$ cat src/rtl/maze_round_ctrl_if.sv
// maze_round_ctrl_if
//   Groups the round controller's button, goal, timer and status signals.
//   Optional feature macro: MOVE_LIMIT_EN adds the moves_left status signal.
//   slave  : the round controller (consumes buttons/timer, drives status)
//   master : the surrounding logic (drives buttons/timer, reads status)
//   Signals:
//     btn_start, btn_pause : debounced synchronous buttons
//     at_goal, move_valid  : player events
//     timeout, time_bcd    : timer status, remaining seconds in 2-digit BCD
//     timer_rst, timer_stop: timer control
//     state, level, score, game_done (, moves_left): round status
interface maze_round_ctrl_if;
   logic        btn_start;
   logic        btn_pause;
   logic        at_goal;
   logic        move_valid;
   logic        timeout;
   logic [7:0]  time_bcd;
   logic        timer_rst;
   logic        timer_stop;
   logic [2:0]  state;
   logic [3:0]  level;
   logic [11:0] score;
   logic        game_done;
`ifdef MOVE_LIMIT_EN
   logic [7:0]  moves_left;
`endif

   modport slave (
      input  btn_start, btn_pause, at_goal, move_valid, timeout, time_bcd,
      output timer_rst, timer_stop, state, level, score, game_done
`ifdef MOVE_LIMIT_EN
      , output moves_left
`endif
   );

   modport master (
      output btn_start, btn_pause, at_goal, move_valid, timeout, time_bcd,
      input  timer_rst, timer_stop, state, level, score, game_done
`ifdef MOVE_LIMIT_EN
      , input moves_left
`endif
   );
endinterface

$ cat src/rtl/maze_round_ctrl.sv
// maze_round_ctrl
//   Round sequencer for the maze game. Edge-detects start/pause, runs the
//   round FSM, owns the countdown timer's reset/stop, banks remaining BCD
//   seconds into a 3-digit BCD score on each win and tracks the level.
//   Optional feature macro: MOVE_LIMIT_EN (per-round move budget, moves_left).
//   Ports:
//     clk : system clock
//     rst : asynchronous reset, active-high
//     bus : maze_round_ctrl_if.slave (buttons, goal/move events, timer
//           status in; timer control and round status out, all registered)
module maze_round_ctrl #(
   parameter int unsigned HoldCycles = 50_000_000,
   parameter int unsigned MaxLevel   = 9,
   parameter int unsigned MaxMoves   = 99
) (
   input  logic                 clk,
   input  logic                 rst,
   maze_round_ctrl_if.slave     bus
);

   localparam int unsigned HoldW       = $clog2(HoldCycles + 1);
   localparam logic [HoldW-1:0] HoldLoad = HoldW'(HoldCycles);
   localparam logic [3:0]       MaxLvl   = 4'(MaxLevel);

   typedef enum logic [2:0] {
      StIdle  = 3'd0,
      StArm   = 3'd1,
      StRun   = 3'd2,
      StPause = 3'd3,
      StWin   = 3'd4,
      StLose  = 3'd5
   } state_e;

   state_e           state_q, state_d;
   logic [3:0]       level_q, level_d;
   logic [11:0]      score_q, score_d;
   logic             done_q, done_d;
   logic [HoldW-1:0] hold_q, hold_d;
   logic             start_q, pause_q;
   logic             timer_rst_q, timer_stop_q;
   logic             start_p, pause_p;
   logic             move_over;

   // 3-digit BCD + 2-digit BCD with per-digit decimal carry, saturating at 999.
   function automatic logic [11:0] bcd_add_sat(logic [11:0] a, logic [7:0] b);
      logic [4:0] d0, d1, d2;
      logic       c0, c1;
      d0 = {1'b0, a[3:0]} + {1'b0, b[3:0]};
      c0 = (d0 > 5'd9);
      if (c0) d0 = d0 - 5'd10;
      d1 = {1'b0, a[7:4]} + {1'b0, b[7:4]} + {4'b0, c0};
      c1 = (d1 > 5'd9);
      if (c1) d1 = d1 - 5'd10;
      d2 = {1'b0, a[11:8]} + {4'b0, c1};
      if (d2 > 5'd9) return 12'h999;
      return {d2[3:0], d1[3:0], d0[3:0]};
   endfunction

   assign start_p = bus.btn_start & ~start_q;
   assign pause_p = bus.btn_pause & ~pause_q;

`ifdef MOVE_LIMIT_EN
   localparam logic [8:0] MaxMoves9 = 9'(MaxMoves);
   localparam logic [7:0] MaxMoves8 = 8'(MaxMoves);

   logic [7:0] cnt_q, cnt_d;
   logic [7:0] moves_left_q, moves_left_d;

   assign move_over = bus.move_valid && (({1'b0, cnt_q} + 9'd1) > MaxMoves9);

   always_comb begin
      cnt_d = cnt_q;
      if (state_q == StArm) begin
         cnt_d = 8'd0;
      end else if (state_q == StRun && bus.move_valid && cnt_q != 8'hFF) begin
         cnt_d = cnt_q + 8'd1;
      end
      moves_left_d = (cnt_d >= MaxMoves8) ? 8'd0 : MaxMoves8 - cnt_d;
   end

   always_ff @(posedge clk or posedge rst) begin
      if (rst) begin
         cnt_q        <= 8'd0;
         moves_left_q <= MaxMoves8;
      end else begin
         cnt_q        <= cnt_d;
         moves_left_q <= moves_left_d;
      end
   end

   assign bus.moves_left = moves_left_q;
`else
   assign move_over = 1'b0;
`endif

   always_comb begin
      state_d = state_q;
      level_d = level_q;
      score_d = score_q;
      done_d  = done_q;
      // Only ever non-zero in WIN/LOSE, so a free-running countdown is enough.
      hold_d  = (hold_q != '0) ? hold_q - 1'b1 : hold_q;
      unique case (state_q)
         StIdle: if (start_p) state_d = StArm;
         StArm:  state_d = StRun;
         StRun: begin
            if (bus.at_goal) begin
               state_d = StWin;
               score_d = bcd_add_sat(score_q, bus.time_bcd);
               if (level_q == MaxLvl) done_d = 1'b1;
               else                   level_d = level_q + 4'd1;
               hold_d  = HoldLoad;
            end else if (move_over || bus.timeout) begin
               state_d = StLose;
               hold_d  = HoldLoad;
            end else if (pause_p) begin
               state_d = StPause;
            end
         end
         StPause: begin
            if (start_p)      state_d = StArm;
            else if (pause_p) state_d = StRun;
         end
         StWin: begin
            if (start_p && hold_q == '0) begin
               state_d = StArm;
               if (done_q) begin
                  level_d = 4'd1;
                  score_d = 12'h000;
                  done_d  = 1'b0;
               end
            end
         end
         StLose: begin
            if (start_p && hold_q == '0) begin
               state_d = StArm;
               level_d = 4'd1;
               score_d = 12'h000;
            end
         end
         default: state_d = StIdle;
      endcase
   end

   always_ff @(posedge clk or posedge rst) begin
      if (rst) begin
         state_q      <= StIdle;
         level_q      <= 4'd1;
         score_q      <= 12'h000;
         done_q       <= 1'b0;
         hold_q       <= '0;
         start_q      <= 1'b0;
         pause_q      <= 1'b0;
         timer_rst_q  <= 1'b1;
         timer_stop_q <= 1'b1;
      end else begin
         state_q      <= state_d;
         level_q      <= level_d;
         score_q      <= score_d;
         done_q       <= done_d;
         hold_q       <= hold_d;
         start_q      <= bus.btn_start;
         pause_q      <= bus.btn_pause;
         // Timer controls follow the next state so they change with state.
         timer_rst_q  <= (state_d == StIdle) || (state_d == StArm);
         timer_stop_q <= (state_d != StRun);
      end
   end

   assign bus.state      = state_q;
   assign bus.level      = level_q;
   assign bus.score      = score_q;
   assign bus.game_done  = done_q;
   assign bus.timer_rst  = timer_rst_q;
   assign bus.timer_stop = timer_stop_q;

endmodule

$ cat src/flat_wrapper.sv
// flat-port wrapper written by rule: the top's interface ports become plain ports
module maze_round_ctrl_flat 
#(
   parameter int unsigned HoldCycles = 50_000_000,
   parameter int unsigned MaxLevel   = 9,
   parameter int unsigned MaxMoves   = 99
)
  (clk, rst, bus_btn_start, bus_btn_pause, bus_at_goal, bus_move_valid, bus_timeout, bus_time_bcd, bus_timer_rst, bus_timer_stop, bus_state, bus_level, bus_score, bus_game_done);
  maze_round_ctrl_if bus_i ();
  input  logic clk;
  input  logic rst;
  input wire logic [$bits(bus_i.btn_start)-1:0] bus_btn_start;
  input wire logic [$bits(bus_i.btn_pause)-1:0] bus_btn_pause;
  input wire logic [$bits(bus_i.at_goal)-1:0] bus_at_goal;
  input wire logic [$bits(bus_i.move_valid)-1:0] bus_move_valid;
  input wire logic [$bits(bus_i.timeout)-1:0] bus_timeout;
  input wire logic [$bits(bus_i.time_bcd)-1:0] bus_time_bcd;
  output wire logic [$bits(bus_i.timer_rst)-1:0] bus_timer_rst;
  output wire logic [$bits(bus_i.timer_stop)-1:0] bus_timer_stop;
  output wire logic [$bits(bus_i.state)-1:0] bus_state;
  output wire logic [$bits(bus_i.level)-1:0] bus_level;
  output wire logic [$bits(bus_i.score)-1:0] bus_score;
  output wire logic [$bits(bus_i.game_done)-1:0] bus_game_done;
  assign bus_i.btn_start = bus_btn_start;
  assign bus_i.btn_pause = bus_btn_pause;
  assign bus_i.at_goal = bus_at_goal;
  assign bus_i.move_valid = bus_move_valid;
  assign bus_i.timeout = bus_timeout;
  assign bus_i.time_bcd = bus_time_bcd;
  assign bus_timer_rst = bus_i.timer_rst;
  assign bus_timer_stop = bus_i.timer_stop;
  assign bus_state = bus_i.state;
  assign bus_level = bus_i.level;
  assign bus_score = bus_i.score;
  assign bus_game_done = bus_i.game_done;
  maze_round_ctrl #(.HoldCycles(HoldCycles), .MaxLevel(MaxLevel), .MaxMoves(MaxMoves)) u_core (.clk(clk), .rst(rst), .bus(bus_i));
endmodule
$ cat config.mk
export PLATFORM = sky130hd
export DESIGN_NAME = maze_round_ctrl_flat
export DESIGN_NICKNAME = d
export VERILOG_FILES = /design/src/rtl/maze_round_ctrl_if.sv /design/src/rtl/maze_round_ctrl.sv /design/src/flat_wrapper.sv
export SDC_FILE = /design/constraint.sdc
export NUM_CORES = 1
export LEC_CHECK = 0
export ABC_AREA = 1
export CAP_MARGIN = 20
export CORE_MARGIN = 5
export CORE_UTILIZATION = 55
export DETAILED_ROUTE_END_ITERATION = 8
export PLACE_DENSITY = 0.86
export SLEW_MARGIN = 20
export SYNTH_ARGS = -nofsm -noshare
export SYNTH_HDL_FRONTEND = slang
export SYNTH_SLANG_ARGS = --single-unit
$ cat constraint.sdc
create_clock -name clk -period 4.7 [get_ports clk]
set_input_delay 0.47 -clock clk [delete_from_list [all_inputs] [get_ports clk]]
set_output_delay 0.47 -clock clk [all_outputs]
set_load 0.01 [all_outputs]
Word-level counts from Yosys, hierarchy flattened. Index checks and enable logic that the tools add are counted.

Register bits after elaboration: 50. Output and inout port bits: 22. Word-level logic and storage cells: 84.

Bitwise gates (word level): 4. Reductions and logical operators: 12. Mux-type cells: 34. Add/sub/neg operators: 8. Equality and inequality tests: 14. $lt $le $gt $ge: 3.

Operator list (count): $mux 26 (4); $mux 12 (6); $pmux 12 s3 (1); $mux 4 (7); $logic_not 26->1 (1); $reduce_bool 26->1 (1); $sub 26x1->26 const B (1); $mux 3 (7); $gt 5x4->1 const B (3); $pmux 3 s5 (1); $pmux 4 s3 (1); $add 4x4->5 (2); $ne 2x1->1 const B (4); $sub 4x4->4 const B (2); $eq 3x1->1 const B (2); $eq 3x2->1 const B (2); $eq 3x3->1 const B (2); $logic_not 3->1 (2); $mux 1 (6); $reduce_and 6->1 (1); $add 4x1->5 (1); $add 5x1->5 (1); $reduce_and 5->1 (1); $add 4x1->4 const B (1); 12 further kinds (15).

Longest topological paths before layout.
Depth after elaboration: 12. Depth in mapped cells: 25.

Worst setup path before layout. No wires, ideal clock.

Path kind: input -> register. Start: input bus_time_bcd[0]. End: register u_core.score_q[8], in the netlist u_core.bus.score[8]. Arrival time: 4.320 ns. Path slack: 0.256 ns. Required time: 4.577 ns. Stages: 23. Cell sequence: ha_1 -> inv_1 -> fa_1 -> or2_2 -> nand3_1 -> nand3_1 -> nand2_1 -> inv_1 -> fa_1 -> inv_1 -> fa_1 -> inv_1 -> nand2_1 -> nand3_1 -> nand2_1 -> ha_1 -> ha_1 -> xnor2_1 -> nand2_1 -> a21oi_1 -> inv_1 -> o21ai_0 -> o21ai_2.

Word-level cells in the longest chain between the ends: 12.

Ends and longest elaborated chain: start: declaration (RTL line flat_wrapper.sv:17) `input wire logic [$bits(bus_i.time_bcd)-1:0] bus_time_bcd;`; $add 4x4->5 (*) (RTL line maze_round_ctrl.sv:48) `d0 = {1'b0, a[3:0]} + {1'b0, b[3:0]};`; $gt 5x4->1 (*) (RTL line maze_round_ctrl.sv:49) `c0 = (d0 > 5'd9);`; $add 5x1->5 (*) (RTL line maze_round_ctrl.sv:51) `d1 = {1'b0, a[7:4]} + {1'b0, b[7:4]} + {4'b0, c0};`; $gt 5x4->1 (*) (RTL line maze_round_ctrl.sv:52) `c1 = (d1 > 5'd9);`; $add 4x1->5 (*) (RTL line maze_round_ctrl.sv:54) `d2 = {1'b0, a[11:8]} + {4'b0, c1};`; $gt 5x4->1 (RTL line maze_round_ctrl.sv:55) `if (d2 > 5'd9) return 12'h999;`; $mux 1 (RTL line maze_round_ctrl.sv:55); $mux 1 (RTL line maze_round_ctrl.sv:107) `if (bus.at_goal) begin`; $mux 1 (RTL line maze_round_ctrl.sv:103) `unique case (state_q)`; $mux 12 (*) (RTL line maze_round_ctrl.sv:56) `return {d2[3:0], d1[3:0], d0[3:0]};`; $mux 12 (*) (RTL line maze_round_ctrl.sv:107); $pmux 12 s3 (*) (RTL line maze_round_ctrl.sv:103); end signal: assignment (RTL line maze_round_ctrl.sv:159) `score_q <= score_d;`; end: declaration (RTL line maze_round_ctrl.sv:36) `logic [11:0] score_q, score_d;`.

Mark *: on every way between the ends. The rest lies on a longest branch, timed or not. The select of a mux whose other input is x is not followed. A chain may end at the register's enable or synchronous reset.

Final worst setup path.
Start: input bus_time_bcd[0]. End: register u_core.score_q[6], in the netlist u_core.bus.score[6].

Word-level cells in the longest chain between the ends: 12. Elaborated cells between the ends (all ways): 14. Classes of those cells: add/sub (4); order compare (3); mux (7).

Ends and longest elaborated chain (RTL line): $add 4x4->5 (*) (maze_round_ctrl.sv:48); $gt 5x4->1 (*) (maze_round_ctrl.sv:49); $add 5x1->5 (*) (maze_round_ctrl.sv:51); $gt 5x4->1 (maze_round_ctrl.sv:52); $add 4x1->5 (maze_round_ctrl.sv:54); $gt 5x4->1 (maze_round_ctrl.sv:55); $mux 1 (maze_round_ctrl.sv:55); $mux 1 (maze_round_ctrl.sv:107); $mux 1 (maze_round_ctrl.sv:103); $mux 12 (*) (maze_round_ctrl.sv:56); $mux 12 (*) (maze_round_ctrl.sv:107); $pmux 12 s3 (*) (maze_round_ctrl.sv:103).

Marks and branches as above.

==> results.sh <==
export IMPL_critPathTopFamily="adder cells"
export IMPL_wirelength_mm=7.89
export IMPL_power_density_mw_per_mm2=667
export IMPL_cp_arrival_ns=4.63
export IMPL_regArea_mm2=0.00125
export IMPL_fillers=487
export IMPL_tritoncts="yes"
export IMPL_p_clk_frac=0.106
export IMPL_setup_worst_path_start="bus_time_bcd[0]"
export IMPL_hold_start="u_core.bus.score[4]"
export IMPL_hold_viol_final=0
export IMPL_synth_top_area_share=0.354
export IMPL_timing_hold_ws_ns=0.514
export IMPL_finalNonFillerCells=574
export IMPL_place_gp_congestion=0.871
export IMPL_portBuffers=35
export IMPL_worstMarginPinSlew_ns=0.858
export IMPL_vias_per_cell=5.49
export IMPL_pwr_share_comb=0.601
export IMPL_synth_avg_cell_area_um2=7.35
export IMPL_synth_fp_nets=484
export IMPL_die_h_um=87.7
export IMPL_grtUsageTotal=0.224
export IMPL_max_stage_delay_ns=0.46
export IMPL_slew_viol_final=0
export IMPL_initial_core_util=0.565
export IMPL_grt_busiest_layer="met2"
export IMPL_drc=0
export IMPL_clock_sinks=50
export IMPL_drtAntennaViolNets=0
export IMPL_dr_pass1_iters=4
export IMPL_switchingPower_uw=1250
export IMPL_worstSetupEndpointType="register"
export IMPL_netSwitchingFraction=0.477
export IMPL_period_share=0.930
export IMPL_crit_fanout=8
export IMPL_grt_pass1_vias=3187
export IMPL_die_area_mm2=0.00770
export IMPL_reg2reg_from="u_core.bus.score[0]"
export IMPL_status="completed"
export IMPL_netlist_instances=452
export IMPL_grt_antenna_before_repair=0
export IMPL_numCtsBuffers=5
export IMPL_num_vias=3154
export IMPL_setup_viol=0
export IMPL_mostFrequentLayoutCells="nand2_1 (123), nor2_1 (62), nand3_1 (51)"
export IMPL_ys_seq_area_frac=0.378
export IMPL_hold_path_class="reg2reg"
export IMPL_rows=28
export IMPL_grt_use_met3=0.0395
export IMPL_tns_ns=0
export IMPL_r2r_slack_ns=0.55
export IMPL_critPathLaunchType="primary input"
export IMPL_worst_path_buf_inv=6
export IMPL_rsz0062_at_grt="no"
export IMPL_p_seq_frac=0.293
export IMPL_post_dp_hpwl_mm=5.91
export IMPL_wl_per_cell_um=13.7
export IMPL_antenna_cells=0
export IMPL_drive_gt1_frac=0.104
export IMPL_synth_main_ff_cell="dfrtp_1"
export IMPL_grt_first_pass_wirelength_mm=13.9
export IMPL_synth_top_area_cell="dfrtp_1"
export IMPL_synth_top_cells_by_area="dfrtp_1 (35%), nand2_1 (14%), nand3_1 (7.8%), nor2_1 (7.0%), ha_1 (5.3%)"
export IMPL_vdd_drop_max_v=0.000410
export IMPL_skew_ns=0.0110
export IMPL_relSlewSlack=0.427
export IMPL_grtUsageMet2=0.387
export IMPL_drt_initial_drc_count=223
export IMPL_pin_count=37
export IMPL_cp_required_ns=4.96
export IMPL_synthDistinctLibCells=41
export IMPL_multi_input_area_mm2=0.00187
export IMPL_overflow=0
export IMPL_ys_ff_latch=50
export IMPL_critPathSlowestCell="clkdlybuf4s50_1"
export IMPL_max_freq_ghz=0.229
export IMPL_yosys_warnings=0
export IMPL_crit_path_frequent_cell="nand2_1"
export IMPL_area_delta_synth_final_pct=18.2
export IMPL_grt_max_degree=51
export IMPL_ctsHtreeMaxLevel=2
export IMPL_p_int_uw=1370
export IMPL_core_mm2=0.00589
export IMPL_die_width_um=87.7
export IMPL_final_nets=530
export IMPL_met1_usage=0.281
export IMPL_dp_cells=566
export IMPL_cap_violations=0
export IMPL_clock_path_buffers=2
export IMPL_synth_edf_count=0
export IMPL_clk_latency_ns=0.32
export IMPL_final_common_cell="nand2_1"
export IMPL_cts_root_buf="clkbuf_8"
export IMPL_crit_type="in2reg"
export IMPL_clkSlewWorstSetupHoldPaths_ns=0.10
export IMPL_netlist_area_mm2=0.00332
export IMPL_leakagePower_uw=0.00183
export IMPL_async_flop_share=1.00
export IMPL_period_minus_slack_ns=4.37
-- worst paths after layout --
kind / depth (start not counted) / end
max: 26 / u_core.bus.score[6]
min: 2 / u_core.bus.score[4]
max reg2reg: 25 / u_core.bus.score[6]
min reg2reg: 2 / u_core.bus.score[4]
max in group asynchronous: 2 / u_core.bus.score[6]
min in group asynchronous: 2 / u_core.hold_q[25]
-- what timing repair did --
item,in CTS,in global routing
resized for setup,0,8
hold buffers,0,0
setup buffers,0,0
endpoints found under the setup margin,0,10
-- power by group through the flow --
stage	clock network (uW)	registers (uW)	logic, uW
final	278	768	1570
after CTS	282	764	1550
after global placement	0	761	1480
after detailed placement	0	771	1530
after global routing	300	792	1790
after floorplan	0	764	1060
-- worst register-to-register path: cells and delay by family (launching register included) --
kind,cells,cell delay (ns)
compound gates,1,0.16
simple gates,12,1.18
flops,1,0.39
buf+inv,5,0.43
xor+xnor,1,0.15
fa+ha+maj,6,1.78
-- layer usage --
layer | up-vias | share of wire | wire, um
met5 | - | 0 | 0
li1 | 1567 | - | -
met3 | 17 | 0.048 | 382
met1 | 1501 | 0.43 | 3400
met4 | 0 | 0.019 | 152
met2 | 69 | 0.50 | 3960
-- stage by stage --
stage | instance area (um2) | util | setup WS (ns) | total power (uW)
after floorplan | 3320 | - | 0.256 | 1820
after global placement | 3800 | 0.646 | -0.0490 | 2240
after detailed placement | 3800 | 0.646 | -0.165 | 2300
after CTS | 3900 | 0.662 | 0.143 | 2600
after global routing | 3930 | 0.667 | 0.0105 | 2880
final | 3930 | 0.667 | 0.329 | 2620
-- logic make-up after synthesis --
kind of cell / share of synthesized area
AOI/OAI and AO/OA: 0.0757
xor gates and xnor gates: 0.0448
adders and majority gates: 0.0708
buffers and inverters: 0.0663
DFF: 0.378
and+or+nand+nor: 0.365
-- registers in the layout (all words and copies together), names as in the netlist --
register and cells:
u_core.hold_q 26, u_core.bus.score 12, u_core.bus.level 4, u_core.bus.state 3, u_core.bus.game_done 1, u_core.bus.timer_rst 1, u_core.bus.timer_stop 1, u_core.pause_q 1
u_core.start_q 1
-- area by class of cell --
| class | count | share of cell area |
|---|---|---|
| multi-input cells | 349 | 0.477 |
| flip-flops and latches | 50 | 0.320 |
| repair buffers | 45 | 0.109 |
| inverters | 47 | 0.0459 |
| well taps | 75 | 0.0239 |
| clock buffers | 5 | 0.0175 |
| clock inverters | 3 | 0.00733 |
-- cell usage after synthesis, types with 2 or more instances --
master	count
xnor2_1	11
nand2_2	2
nand3_1	52
ha_1	14
clkinv_1	2
xor2_1	6
o21ai_0	10
a21oi_1	14
buf_6	2
nor2_1	62
fa_1	3
dfrtp_1	47
buf_2	3
nand2_1	124
nand3b_1	2
o21ai_2	3
nand4_1	14
nor2_2	6
inv_1	42
nor3_1	9
inv_2	2
dfstp_2	3
Note: power is estimated with default switching activity, not from simulation.
==> edit: new RTL, config.mk and constraints unchanged <==
`HoldCycles` is set to 50_000_000 in 2 places; all go to 25_000_000.
--- a/src/rtl/maze_round_ctrl.sv
+++ b/src/rtl/maze_round_ctrl.sv
@@ -9,7 +9,7 @@
 //     bus : maze_round_ctrl_if.slave (buttons, goal/move events, timer
 //           status in; timer control and round status out, all registered)
 module maze_round_ctrl #(
-   parameter int unsigned HoldCycles = 50_000_000,
+   parameter int unsigned HoldCycles = 25_000_000,
    parameter int unsigned MaxLevel   = 9,
    parameter int unsigned MaxMoves   = 99
 ) (
--- a/src/flat_wrapper.sv
+++ b/src/flat_wrapper.sv
@@ -1,7 +1,7 @@
 // flat-port wrapper written by rule: the top's interface ports become plain ports
 module maze_round_ctrl_flat 
 #(
-   parameter int unsigned HoldCycles = 50_000_000,
+   parameter int unsigned HoldCycles = 25_000_000,
    parameter int unsigned MaxLevel   = 9,
    parameter int unsigned MaxMoves   = 99
 )
Behaviour: same outputs for any inputs over 10 cycles, from zero or initial values and one cycle with rst high; that may be too few to reach the edited logic, so the function may still have changed.
==> edit against the unedited design <==
Total power is 9.7% lower; area after synthesis decreased by 2.2%; setup slack got worse by 0.056 ns; design area fell by 2.3%; sequential cell count shrank 1; clock power shrank 3%; wire length fell by 2.3%; maximum frequency is 1.3% lower.
==> edit: results (changes against the unedited design) <==
[outcome]
outcome = finished, final reports clean  ; unchanged

[yosys]
syn_nets = 470  ; was 484
ys_seq_area_share_pct = 37.84  ; was 37.76%
synth.distinct_cells = 37  ; was 41
synth_area_leaders = dfrtp_1 (35%), nand2_1 (12%), nor2_1 (7.5%), nand3_1 (5.9%), inv_1 (5.4%)  ; was dfrtp_1 (35%), nand2_1 (14%), nand3_1 (7.8%), nor2_1 (7.0%), ha_1 (5.3%)

[placed_design]
place_area_um2 = 3725  ; was 3801 um^2
place_ws_ns = -0.1773  ; was -0.1649 ns
hpwl_um = 5814  ; was 5907 um
gp_congestion = 0.8843  ; was 0.8712

[final_layout]
final_nets = 515  ; was 530
largest_register_ffs = 25  ; was 26

[worst_setup_path]
reg2reg_to = u_core.bus.score[5]  ; was u_core.bus.score[6]
arrival_ns = 4.69  ; was 4.63 ns
reg2reg_setup_slack_ns = 0.46  ; was 0.55 ns

[hold_path]
min-delay-start = u_core.hold_q[24]  ; was u_core.bus.score[4]

[power_and_ir_drop]
power_frac_comb_pct = 58.8  ; was 60.1%
switching_share_pct = 47.41  ; was 47.66%
p_leak_nw = 1.885  ; was 1.831 nW

[grt]
grt_pass1_vias = 3013  ; was 3187
grt_max_degree = 50  ; was 51
use_met1_pct = 27.50  ; was 28.05%
gr-usage-all-layers_pct = 21.69  ; was 22.39%
grt_pass1_wl_um = 13290  ; was 13920 um

[drt]
viasPerCell = 5.417  ; was 5.495
drt_iter0_markers = 245  ; was 223
routed_wl_um = 7709  ; was 7892 um

[timing]
fin_hold_ws_ns = 0.4991  ; was 0.5138 ns
relSlewSlack_pct = 44.44  ; was 42.74%

edit: cell types whose count changed in the layout (fill, tap and decap cells not counted), moves of 4 or more:
| cell | change |
|---|---|
| a21oi_1 | +4 |
| nand2_4 | +4 |
| nand2_1 | -19 |
| o21ai_0 | +12 |
| nand4_1 | -7 |
| nand3_1 | -14 |
| o21ai_1 | +9 |
| xnor2_1 | -5 |
| inv_1 | +6 |
edit: through the flow:
step	power (mW)	utilization [%]	std cells	TNS (ns)
6_report	2.366	65.99	559	0
5_1_grt	2.571	65.99	559	0
4_1_cts	2.341	65.66	559	0
3_5_place_dp	2.066	64.05	551	-1.517
3_3_place_gp	1.999	64.05	551	-0.2658
2_1_floorplan	1.622	-	438	0
edit: critical path: cells and delay by family:
kind / cells / cell delay (ns)
AO/OA/AOI/OAI: 1 / 0.18
XOR/XNOR: 1 / 0.17
adder cells (fa/ha/maj): 6 / 1.69
buffers and inverters: 6 / 0.90
AND/OR/NAND/NOR: 12 / 1.26
edit: how the worst max path moves through the flow:
stage                     from             endpoint  slack [ns]  depth (start not counted)
2_1_floorplan  bus_time_bcd[0]  u_core.bus.score[0]        0.26                         25
3_3_place_gp   bus_time_bcd[0]  u_core.bus.score[5]       -0.05                         26
3_5_place_dp   bus_time_bcd[0]  u_core.bus.score[2]       -0.18                         26
4_1_cts        bus_time_bcd[0]  u_core.bus.score[2]        0.15                         26
5_1_grt        bus_time_bcd[0]  u_core.bus.score[2]        0.03                         26
6_report       bus_time_bcd[0]  u_core.bus.score[5]        0.27                         26
edit: cell type report:
class,count,area (um^2)
fill,512,1978
multi-input combinational,336,1824
sequential,49,1230
timing repair buffer,43,414.1
inverter,48,181.4
tap,75,93.84
clock buffer,5,68.82
clock inverter,3,25.02
edit: logic make-up after synthesis:
| kind of cell | count (synthesis) | share of synthesized area, % |
|---|---|---|
| adders and majority gates | 17 | 7.236 |
| xor gates and xnor gates | 12 | 3.233 |
| AOI/OAI and AO/OA | 58 | 9.662 |
| and+or+nand+nor | 249 | 35.57 |
| buffers and inverters | 53 | 6.466 |
| DFF | 49 | 37.84 |
edit: power by group through the flow:
stage	Clock, mW	Sequential (mW)	Combinational, mW
global placement	0	0.703	1.30
global route	0.293	0.725	1.55
CTS	0.272	0.704	1.36
detailed placement	0	0.711	1.35
finish	0.269	0.706	1.39
floorplan	0	0.710	0.911
edit: per-layer routing:
metal,vias up,wire (um)
met4,0,143
met2,65,3965
li1,1513,-
met1,1433,3316
met3,17,283
met5,-,0
